`src/rtl/demux32_1_4_reg.sv`:
```
// Registered 1-to-4 demultiplexer with valid/ready handshake.
// One producer stream is steered by in_sel into one of four one-entry
// holding registers. in_ready looks only at the selected channel, and the
// outputs come straight from registers, so out_ready never reaches
// out_valid/out_data combinationally.
module demux32_1_4_reg #(
  parameter int WIDTH = 32,
  parameter int CNT_W = 16
) (
  input  logic             clk,
  input  logic             rst,
  input  logic             flush,
  input  logic             in_valid,
  output logic             in_ready,
  input  logic [1:0]       in_sel,
  input  logic [WIDTH-1:0] in_data,
  output logic [3:0]       out_valid,
  input  logic [3:0]       out_ready,
  output logic [WIDTH-1:0] out_data0,
  output logic [WIDTH-1:0] out_data1,
  output logic [WIDTH-1:0] out_data2,
  output logic [WIDTH-1:0] out_data3,
  output logic [CNT_W-1:0] xfer_count
);

  logic [3:0]       out_valid_r;
  logic [WIDTH-1:0] data_r [4];
  logic [CNT_W-1:0] xfer_count_r;

  logic             sel_free_s;
  logic             in_ready_s;
  logic             acc_s;
  logic [3:0]       load_s;
  logic [3:0]       drain_s;

  // Handshake decode: readiness of the selected channel, accept strobe,
  // per-channel load and drain enables.
  always_comb begin
    sel_free_s = 1'b0;
    in_ready_s = 1'b0;
    acc_s      = 1'b0;
    load_s     = 4'b0000;
    drain_s    = out_valid_r & out_ready;
    // A channel can take a word if empty or emptying on this same edge.
    sel_free_s = ~out_valid_r[in_sel] | out_ready[in_sel];
    in_ready_s = ~flush & sel_free_s;
    acc_s      = in_valid & in_ready_s;
    if (acc_s) begin
      case (in_sel)
        2'd0:    load_s = 4'b0001;
        2'd1:    load_s = 4'b0010;
        2'd2:    load_s = 4'b0100;
        2'd3:    load_s = 4'b1000;
        default: load_s = 4'b0000;
      endcase
    end else begin
      load_s = 4'b0000;
    end
  end

  // Per-channel FULL bits: load sets, drain clears, load wins over drain.
  always_ff @(posedge clk) begin
    if (rst) begin
      out_valid_r <= 4'b0000;
    end else if (flush) begin
      out_valid_r <= 4'b0000;
    end else begin
      out_valid_r <= (out_valid_r & ~drain_s) | load_s;
    end
  end

  // Holding registers: capture in_data into the channel being loaded.
  // Contents survive flush; only out_valid qualifies them.
  always_ff @(posedge clk) begin
    if (rst) begin
      for (int k = 0; k < 4; k++) begin
        data_r[k] <= {WIDTH{1'b0}};
      end
    end else begin
      for (int k = 0; k < 4; k++) begin
        if (load_s[k]) begin
          data_r[k] <= in_data;
        end
      end
    end
  end

  // Accepted-transfer counter, wraps naturally at 2^CNT_W.
  always_ff @(posedge clk) begin
    if (rst) begin
      xfer_count_r <= {CNT_W{1'b0}};
    end else if (acc_s) begin
      xfer_count_r <= xfer_count_r + {{(CNT_W-1){1'b0}}, 1'b1};
    end
  end

  assign in_ready   = in_ready_s;
  assign out_valid  = out_valid_r;
  assign out_data0  = data_r[0];
  assign out_data1  = data_r[1];
  assign out_data2  = data_r[2];
  assign out_data3  = data_r[3];
  assign xfer_count = xfer_count_r;

endmodule
```
`config.mk`:
```
export PLATFORM = sky130hd
export DESIGN_NAME = demux32_1_4_reg
export DESIGN_NICKNAME = d
export VERILOG_FILES = /design/src/rtl/demux32_1_4_reg.sv
export SDC_FILE = /design/constraint.sdc
export NUM_CORES = 1
export LEC_CHECK = 0
export CAP_MARGIN = 20
export CORE_MARGIN = 2
export CORE_UTILIZATION = 49
export CTS_BUF_LIST = sky130_fd_sc_hd__clkbuf_8 sky130_fd_sc_hd__clkbuf_16
export DETAILED_ROUTE_END_ITERATION = 6
export PLACE_DENSITY = 0.88
export RECOVER_POWER = 100
export SLEW_MARGIN = 5
export SYNTH_ARGS = -nofsm -noshare
export SYNTH_HDL_FRONTEND = slang
export SYNTH_SLANG_ARGS = --single-unit
```
`constraint.sdc`:
```
create_clock -name clk -period 4.82 [get_ports clk]
set_input_delay 0.964 -clock clk [delete_from_list [all_inputs] [get_ports clk]]
set_output_delay 0.964 -clock clk [all_outputs]
set_load 0.005 [all_outputs]
```
==> run_results.csv <==
group,metric,value,unit
final_layout,final_cell_mix,"152 x dlygate4sd3_1, 128 x edfxtp_1, 96 x and2_0",
drt,drt-initial-drc-count,334,
drt,wirelength,15000,µm
run_status,violations,"capacitance limit, slew limit",
clocking,clock-sinks,148,
clocking,post_cts_resized,0,
run_status,outcome,"finished, violations left",
final_layout,final_nets,639,
floorplan,die_w,113,µm
global_route,grt_pass1_wl,23000,µm
hold_path,hp-class,"flop to flop",
drt,vias,4041,
yosys,avgSynthCellArea,14.5,µm²
placed_design,numPortBuffers,190,
sta,rsz0062_at_grt,"false",
clocking,holdBufCountCts,0,
yosys,synth_fp_nets,443,
drt,avgViaCountPerCell,5.38,
floorplan,rows,39,
floorplan,fp.coreArea,11500,µm²
final_layout,final_util,0.732,
global_route,grt_pass1_vias,4025,
sta,setup_viol,0,
sta,setup_tns,0,ns
sta,slew_violations,99,
worst_setup_path,worstSetupPathType,"input pin to output port",
global_route,antenna_found_initial,0,
final_layout,drive_above_1_share,0.0543,
final_layout,area.sequential,4240,µm²
global_route,gr-total-overflow,0,
sta,clock_skew,0.0125,ns
yosys,yosysSeqAreaShare,0.732,
final_layout,area_growth,44.9,%
yosys,synth_top_family_by_area,"simple AND/OR/NAND/NOR gates",
yosys,ys.warnings.count,0,
drt,post-route-drc-count,0,
worst_setup_path,setup.worst_path.start_class,"input pin",
pwr,ir_drop,0.253,mV
worst_setup_path,crit_path_max_fanout,31,
placed_design,dp_hpwl,10100,µm
drt,postRouteAntennaNets,0,
sta,slew_headroom,-0.198,
worst_setup_path,end_kind,"output port",
yosys,ys_seq_elements,148,
yosys,yosysTopAreaCell,"edfxtp_1",
drt,route.detailed.wl_per_inst,19.9,µm
yosys,muxShareOfSynthArea,0.00972,
yosys,yosysTopAreaCellShare,0.663,
clocking,clockBufferDepth,2,
sta,period_share,0.870,
floorplan,die_h,113,µm
clocking,postCtsSetupBuffers,0,
yosys,synth_cell_type_count,29,
floorplan,dieArea,12700,µm²
yosys,synthSimpleGateAreaFrac,0.206,
final_layout,nFillCells,709,
final_layout,antennaDiodeCount,0,
sta,tightest_slew,1.80,ns
placed_design,finalWeightedCongestion,0.809,
yosys,synth_top_cells_by_area,"edfxtp_1 66%, and2_1 14%, dfxtp_1 6.9%",
drt,first_pass_iters,7,
clocking,clock_latency,0.41,ns
clocking,cts_buffers,17,
clocking,clk_pin_slew_worst_paths,0.06,ns
yosys,synthAdderAreaFrac,0.00216,
global_route,grt_max_degree,33,
final_layout,final_common_cell,"dlygate4sd3_1",
sta,max_freq,239,MHz
yosys,synth_area,5790,µm²
worst_setup_path,arrival,3.23,ns
clocking,ctsRootBufferMaster,"clkbuf_16",
clocking,htree_levels,4,
worst_setup_path,required,3.86,ns
global_route,track_usage,0.242,
final_layout,multi_input_area,1470,µm²
pwr,power.leakage,3.00,nW
yosys,synth-compound-area-share,0.0352,
yosys,synth-xor-area-share,0,
floorplan,io_pins,191,
yosys,synth_cells,400,
worst_setup_path,r2r_slack,1.58,ns
run,drv_cap,3,
floorplan,initial_core_util,0.505,
clocking,tritoncts,"yes",
sta,fin_crit,4.19,ns
pwr,power.density,356,nW/µm²
sta,hold_viol,0,
cell families after synthesis:
logic type,count (synthesis)
mux,3
fa+ha+maj,1
buf+inv,20
simple gates,194
flops,148
compound gates,34
synth_stat cells:
library cell    n
inv_1           2
mux4_2          2
mux2_2          1
and2_1        128
buf_2           2
ha_1            1
buf_6           1
a311oi_1        1
or4_1          11
o31ai_1        10
and3b_1         1
nor2b_1         8
nor4_1          2
nor3_1          1
nor2_1          5
nand4_1         2
and4_1          3
a21oi_1        18
nand2b_1       10
nand2_1         8
or3_1           4
a41o_1          1
clkbuf_1       15
or2_2           1
and3_1          1
dfxtp_1        20
edfxtp_1      128
o21ai_0         4
nand3_1         9
critical path, stage by stage:
cell           delay (ns)
dlygate4sd3_1        0.71
mux4_2               0.80
nor2_1               0.17
dlygate4sd3_1        0.58
sequential cells by signal, summed over array words and instances, names as in the netlist:
| signal | cells |
|---|---|
| data_r | 128 |
| xfer_count | 16 |
| out_valid | 4 |
layout make-up:
| cell class | instances | area share |
|---|---|---|
| clock buffers | 17 | 0.0507 |
| clock inverters | 14 | 0.0162 |
| inverters | 2 | 0.000894 |
| multi-input cells | 232 | 0.175 |
| flip-flops and latches | 148 | 0.506 |
| well taps | 143 | 0.0213 |
| repair buffers | 195 | 0.231 |
worst paths after layout:
check | from | endpoint | cells after the start
setup / recovery | in_sel[1] | in_ready | 4
hold / removal | xfer_count[15]$_SDFFE_PP0P_ | xfer_count[15]$_SDFFE_PP0P_ | 2
setup reg to reg | out_valid[3]$_SDFF_PP0_ | data_r[3][3]$_SDFFCE_PN0P_ | 4
hold reg to reg | xfer_count[15]$_SDFFE_PP0P_ | xfer_count[15]$_SDFFE_PP0P_ | 2
power breakdown:
part | total [W] | switching [W] | leakage [nW] | internal [W]
sequential | 0.00149 | 0.0000240 | 1.40 | 0.00147
clock | 0.00126 | 0.000504 | 0.280 | 0.000755
combinational | 0.000239 | 0.000106 | 1.32 | 0.000133
total | 0.00299 | 0.000634 | 3.00 | 0.00236
metrics by stage:
stage | instances | cell area [µm²] | hold WS, ns | power (W) | setup slack [ns]
floorplan | 400 | 5790 | 0.468 | 0.00157 | 1.66
global placement | 720 | 7870 | 0.468 | 0.00178 | 0.796
detailed placement | 720 | 7870 | 0.483 | 0.00179 | 0.749
CTS | 751 | 8440 | 0.494 | 0.00304 | 0.737
global route | 751 | 8390 | 0.510 | 0.00308 | 0.501
finish | 751 | 8390 | 0.491 | 0.00299 | 0.628
routing by layer:
layer | part of all wire | up-vias | track usage
met5 | 0 | - | 0
met4 | 0.0077 | 0 | 0.0545
met3 | 0.088 | 12 | 0.0819
met2 | 0.52 | 225 | 0.419
met1 | 0.39 | 1975 | 0.295
li1 | - | 1829 | -
No activity file was read; power rests on OpenSTA's default activity.
